### src/rtl/ceyloniac_regfile_debug_master.sv
`default_nettype none
// ============================================================================
// Module   : ceyloniac_regfile_debug_master
// Purpose  : Debug-host sequencer for the register file external access port.
//            It halts the core, performs a single read/write (or, with
//            CEYLONIAC_REGDBG_DUMP_EN defined, a full-file dump) and returns
//            one response per register touched.
// Config   : CEYLONIAC_REGDBG_DUMP_EN enables op 10 (dump all registers).
// Revision : 1.0 - initial release
// ============================================================================
module ceyloniac_regfile_debug_master #(
    parameter int REG_DATA_WIDTH = 32,
    parameter int REG_ADDR_WIDTH = 5
) (
    input  logic                      clk,
    input  logic                      reset,
    input  logic                      host_cmd_valid,
    output logic                      host_cmd_ready,
    input  logic [1:0]                host_cmd_op,
    input  logic [REG_ADDR_WIDTH-1:0] host_cmd_addr,
    input  logic [REG_DATA_WIDTH-1:0] host_cmd_data,
    output logic                      host_rsp_valid,
    input  logic                      host_rsp_ready,
    output logic [REG_ADDR_WIDTH-1:0] host_rsp_addr,
    output logic [REG_DATA_WIDTH-1:0] host_rsp_data,
    output logic                      host_rsp_error,
    output logic                      host_rsp_last,
    output logic                      core_halt_req,
    input  logic                      core_halted,
    output logic                      reg_external_control_enable,
    output logic [REG_ADDR_WIDTH-1:0] external_read_addr1,
    output logic [REG_ADDR_WIDTH-1:0] external_read_addr2,
    output logic [REG_ADDR_WIDTH-1:0] external_write_addr,
    output logic [REG_DATA_WIDTH-1:0] external_write_data,
    output logic                      external_write_enable,
    input  logic [REG_DATA_WIDTH-1:0] read_data1
);

    localparam logic [1:0] c_OP_READ  = 2'b00;
    localparam logic [1:0] c_OP_WRITE = 2'b01;
    localparam logic [1:0] c_OP_DUMP  = 2'b10;
    localparam logic [1:0] c_OP_RSVD  = 2'b11;

    typedef enum logic [2:0] {
        S_IDLE    = 3'd0,
        S_HALT    = 3'd1,
        S_ACCESS  = 3'd2,
        S_CAPTURE = 3'd3,
        S_RESP    = 3'd4
    } state_t;

    state_t                    state_q, state_d;
    logic [1:0]                op_q, op_d;
    logic [REG_ADDR_WIDTH-1:0] addr_q, addr_d;
    logic [REG_DATA_WIDTH-1:0] wdata_q, wdata_d;
    logic [REG_DATA_WIDTH-1:0] rdata_q, rdata_d;
    logic                      err_q, err_d;
    logic                      w_reject;
    logic                      w_more;

    // Commands this build cannot execute are answered immediately with an error
`ifdef CEYLONIAC_REGDBG_DUMP_EN
    assign w_reject = (host_cmd_op == c_OP_RSVD);
    // Dump continues until the all-ones address; the counter never wraps
    assign w_more   = (op_q == c_OP_DUMP) && !err_q && (addr_q != '1);
`else
    assign w_reject = (host_cmd_op == c_OP_RSVD) || (host_cmd_op == c_OP_DUMP);
    assign w_more   = 1'b0;
`endif

    // State and command/response registers
    always_ff @(posedge clk) begin
        if (reset) begin
            state_q <= S_IDLE;
            op_q    <= c_OP_READ;
            addr_q  <= '0;
            wdata_q <= '0;
            rdata_q <= '0;
            err_q   <= 1'b0;
        end else begin
            state_q <= state_d;
            op_q    <= op_d;
            addr_q  <= addr_d;
            wdata_q <= wdata_d;
            rdata_q <= rdata_d;
            err_q   <= err_d;
        end
    end

    // Next-state logic: command latch, halt wait, access, capture, response
    always_comb begin
        state_d = state_q;
        op_d    = op_q;
        addr_d  = addr_q;
        wdata_d = wdata_q;
        rdata_d = rdata_q;
        err_d   = err_q;
        case (state_q)
            S_IDLE: begin
                if (host_cmd_valid) begin
                    op_d    = host_cmd_op;
                    wdata_d = host_cmd_data;
`ifdef CEYLONIAC_REGDBG_DUMP_EN
                    addr_d  = (host_cmd_op == c_OP_DUMP) ? '0 : host_cmd_addr;
`else
                    addr_d  = host_cmd_addr;
`endif
                    if (w_reject) begin
                        err_d   = 1'b1;
                        rdata_d = '0;
                        state_d = S_RESP;
                    end else begin
                        err_d   = 1'b0;
                        state_d = S_HALT;
                    end
                end
            end
            S_HALT: begin
                if (core_halted) begin
                    state_d = S_ACCESS;
                end
            end
            S_ACCESS: begin
                state_d = S_CAPTURE;
            end
            S_CAPTURE: begin
                rdata_d = (op_q == c_OP_WRITE) ? wdata_q : read_data1;
                state_d = S_RESP;
            end
            S_RESP: begin
                if (host_rsp_ready) begin
                    if (w_more) begin
                        addr_d  = addr_q + REG_ADDR_WIDTH'(1);
                        state_d = S_ACCESS;
                    end else begin
                        state_d = S_IDLE;
                    end
                end
            end
            default: begin
                state_d = S_IDLE;
            end
        endcase
    end

    // Outputs are pure decodes of registered state; no input reaches an output
    assign host_cmd_ready              = (state_q == S_IDLE);
    assign host_rsp_valid              = (state_q == S_RESP);
    assign host_rsp_addr               = addr_q;
    assign host_rsp_data               = rdata_q;
    assign host_rsp_error              = (state_q == S_RESP) && err_q;
    assign host_rsp_last               = (state_q == S_RESP) && !w_more;
    assign core_halt_req               = (state_q == S_HALT) || (state_q == S_ACCESS) ||
                                         (state_q == S_CAPTURE) ||
                                         ((state_q == S_RESP) && !err_q);
    assign reg_external_control_enable = (state_q == S_ACCESS) || (state_q == S_CAPTURE);
    assign external_read_addr1         = addr_q;
    assign external_read_addr2         = '0;
    assign external_write_addr         = addr_q;
    assign external_write_data         = wdata_q;
    assign external_write_enable       = (state_q == S_ACCESS) && (op_q == c_OP_WRITE);

endmodule
`default_nettype wire
### config.mk
export PLATFORM = sky130hd
export DESIGN_NAME = ceyloniac_regfile_debug_master
export DESIGN_NICKNAME = d
export VERILOG_FILES = /design/src/rtl/ceyloniac_regfile_debug_master.sv
export SDC_FILE = /design/constraint.sdc
export NUM_CORES = 1
export LEC_CHECK = 0
export CORE_MARGIN = 2
export CORE_UTILIZATION = 40
export CTS_BUF_LIST = sky130_fd_sc_hd__clkbuf_8
export DETAILED_ROUTE_END_ITERATION = 10
export GPL_ROUTABILITY_DRIVEN = 0
export PLACE_DENSITY_LB_ADDON = 0.12
export SYNTH_ARGS = -nofsm -noshare
export SYNTH_HDL_FRONTEND = slang
export SYNTH_SLANG_ARGS = --single-unit
### constraint.sdc
create_clock -name clk -period 2.6 [get_ports clk]
set_input_delay 0.78 -clock clk [delete_from_list [all_inputs] [get_ports clk]]
set_output_delay 0.78 -clock clk [all_outputs]
set_load 0.03 [all_outputs]
==> impl.org <==
** Drt
- Pre-antenna DRT Iters :: 4
- Overall via count from detail_route :: 2,894
- WL final :: 8690 um
- Number of antenna-violating nets in the routed design :: 0
- In the final routed layout, each cell accounts on average for 14.9 um.
- Average vias per placed instance :: 4.96
- Final routed DRC violation total :: 0
- First-iteration detailed-routing DRC count :: 74

** Synth
- Library cells used by synthesis :: 30
- Sequential cell area fraction in the yosys report :: 0.483
- Mapped Cells :: 334
- Combined area of all synthesized cells :: 3110 um2
- Post-synthesis average cell area :: 9.31 um2
- Yosys Warn Count :: 0
- Flip-flop and latch count after synthesis :: 75

** STA
- Unrepaired setup endpoints after global routing :: no
- Crit share post-route :: 0.949
- On the final layout, the worst clock skew is 0.0122 ns.
- Across all setup checks in the final design, the least slack found is 0.133 ns.
- Slew @ Worst Pin :: 0.590 ns
- On the final layout, the worst hold slack is 0.455 ns.
- Minimum clock period after layout :: 2.47 ns
- The max-slew violation count is 0.
- Final setup TNS :: 0 ns
- Max-Slew Margin vs Limit :: 0.607
- Hold violation total from the final report :: 0
- Setup Viol. Count Final :: 0
- For this run, the top clock speed supported by timing is 405 MHz.

** CTS
- The clock reaches the later pin of the worst-skew pair after 0.35 ns.
- H-Tree Depth :: 3
- Total CTS buffers :: 9
- TritonCTS built the clock tree.
- Clock tree synthesis selected as its root buffer the cell sky130_fd_sc_hd__clkbuf_8.
- Post-CTS repair changed the size of 7 cells.
- Cts-stage hold buffer count :: 0
- Deepest clock path buffer count :: 2
- Counting every sink on the clock net gives 75.
- Once the clock tree was built, the setup fixing pass inserted 0 buffers.
- Clock-pin slew was measured on the worst setup and hold paths at 0.08 ns.

** Finish
- Footprint of the flip-flops and latches :: 1500 um2
- Fraction of layout instances using a drive strength above 1 :: 0.0685
- Layout area overhead :: 56.7%
- Most used cells in the layout excluding fill and tap cells :: sky130_fd_sc_hd__clkdlybuf4s50_1 (154), sky130_fd_sc_hd__nand2_1 (81), sky130_fd_sc_hd__dfxtp_1 (73)
- Filler Cell Count :: 642
- Post-layout utilization of the core :: 0.640
- Antenna diode instance count :: 0
- Most common library cell in the layout ignoring fill and taps :: sky130_fd_sc_hd__clkdlybuf4s50_1
- The multi-input combinational cells in the finished layout cover a total of 1360 um2.
- The final layout contains 553 nets.

** Pwr
- VDD sags by at most 0.000334 V.
- Power per cell area :: 623 nW/um2
- Summed over all cells, the static leakage comes to 0.00198 uW.

** Global route
- The first global-routing pass estimated 14,000 um of wire.
- The initial antenna violation count came to 0.
- Entering global routing, the biggest net connects 37 pins.
- For this run, the total global-route usage over all layers was measured as 0.207.
- The via count of the first global-routing pass came to 2,840.
- Remaining Overflow, GRT :: 0

** Critical path
- Critical path startpoint category :: flip-flop
- For the worst setup path, the data arrival time is 1.69 ns.
- Kind of end point of the critical path :: output port
- Chain of cells forming the critical path :: buf_4, nor3_1, clkdlybuf4s50_1
- In this run the worst path has a maximum fanout of 13.
- Worst setup path class :: flip-flop to output port
- Critical-path top delay cell :: sky130_fd_sc_hd__clkdlybuf4s50_1
- On the worst path, the slowest cell contributes a delay of 0.71 ns.
- Worst EP required :: 1.82 ns

** Floorplan
- The floorplan step set the die width to 92.1 um.
- For this configuration, the core starts out at a cell density of 0.409.
- In this run the vertical extent of the chip is 92.1 um.
- Placeable Area :: 7610 um2
- The floorplan step defined a die boundary enclosing 8490 um2.
- Std cell rows :: 32
- I/O pin count :: 167

** Placement
- Input and output buffers added on the ports amount to 161.
- The wire-length estimate of the detail-placed layout is 6040 um.
- Worst Setup Slack post-DPL :: 0.143 ns

** Worst hold path
- The tightest min-delay check is of the flip-flop to flip-flop type.

** Outcome
- Result of the run :: completed

** Run
- Max-cap violations in this run came to 0.
state kept, by name, summed over array words and instances, names as in the netlist:
signal / flops
err_q: 1
external_read_addr1: 5
external_write_data: 32
state_q: 3
op_q: 2
host_rsp_data: 32
stage by stage:
stage / cells / total power, uW / cell area (um2)
floorplan: 338 / 1850 / 3130
global route: 584 / 3180 / 4870
CTS: 584 / 3060 / 4870
detailed placement: 568 / 2200 / 4680
global placement: 568 / 2180 / 4680
finish: 584 / 3030 / 4870
final cells by class:
class                   instances  share of cell area
repair buffers                171               0.344
flip-flops and latches         75               0.309
multi-input cells             219               0.280
well taps                     102              0.0262
clock buffers                   9              0.0254
clock inverters                 7              0.0144
inverters                       1            0.000771
critical path: cells and delay by family (launching register included):
kind / cells / cell delay, ns
DFF: 1 / 0.31
and+or+nand+nor: 1 / 0.15
buffers and inverters: 2 / 0.89
kinds of logic (layout without fill, tap and decap cells):
kind of cell / count (synthesis) / in the layout / share of synthesized area
AND/OR/NAND/NOR: 100 / 100 / 0.141
AO/OA/AOI/OAI: 80 / 80 / 0.177
other: 1 / 5 / 0.00121
multiplexers: 34 / 34 / 0.110
buffers and inverters: 44 / 188 / 0.0882
flip-flops: 75 / 75 / 0.483
worst paths after layout:
check             start                to  slack [ns]  cells past startpoint
max          state_q[0]    host_cmd_ready        0.13                      3
min             op_q[1]           op_q[1]        0.46                      2
max reg2reg  state_q[0]  host_rsp_data[7]        1.05                      5
min reg2reg     op_q[1]           op_q[1]        0.46                      2
power breakdown:
group	internal (uW)	total (uW)	switching (uW)
registers	1230	1290	66.3
logic	385	866	481
clock network	439	875	436
metal layers:
layer | GRT usage | routed length (um)
met1 | 0.262 | 3940
met5 | 0 | 0
met3 | 0.0337 | 433
met2 | 0.349 | 4150
met4 | 0.0920 | 160
cells in the mapped netlist:
library cell                 n  share of area
sky130_fd_sc_hd__a21o_1      1         0.0024
sky130_fd_sc_hd__nor4bb_1    1         0.0032
sky130_fd_sc_hd__o21ai_0     2         0.0032
sky130_fd_sc_hd__conb_1      1         0.0012
sky130_fd_sc_hd__mux2_2      1         0.0036
sky130_fd_sc_hd__inv_1       1         0.0012
sky130_fd_sc_hd__o21bai_1    1         0.0024
sky130_fd_sc_hd__a31oi_1     1         0.0020
sky130_fd_sc_hd__dfxtp_1    75           0.48
sky130_fd_sc_hd__buf_4      17          0.041
sky130_fd_sc_hd__buf_2      12          0.019
sky130_fd_sc_hd__o31ai_4     1         0.0068
sky130_fd_sc_hd__nor3b_1     2         0.0048
sky130_fd_sc_hd__a221oi_1    1         0.0028
sky130_fd_sc_hd__or4b_1      1         0.0032
sky130_fd_sc_hd__nor2b_1     1         0.0020
sky130_fd_sc_hd__nor3_1      2         0.0032
sky130_fd_sc_hd__clkbuf_1   10          0.012
sky130_fd_sc_hd__buf_6       4          0.014
sky130_fd_sc_hd__and3_1      1         0.0020
sky130_fd_sc_hd__o2bb2ai_1  32          0.090
sky130_fd_sc_hd__nand2b_1    3         0.0060
sky130_fd_sc_hd__a211oi_1    1         0.0024
sky130_fd_sc_hd__a21oi_1    40          0.064
sky130_fd_sc_hd__nor2_1      2         0.0024
sky130_fd_sc_hd__nand2_1    81          0.098
sky130_fd_sc_hd__nor4b_2     1         0.0048
sky130_fd_sc_hd__mux2i_1    33           0.11
sky130_fd_sc_hd__and2_1      2         0.0040
sky130_fd_sc_hd__nand3b_1    3         0.0072
(Power assumes the default switching activity.)
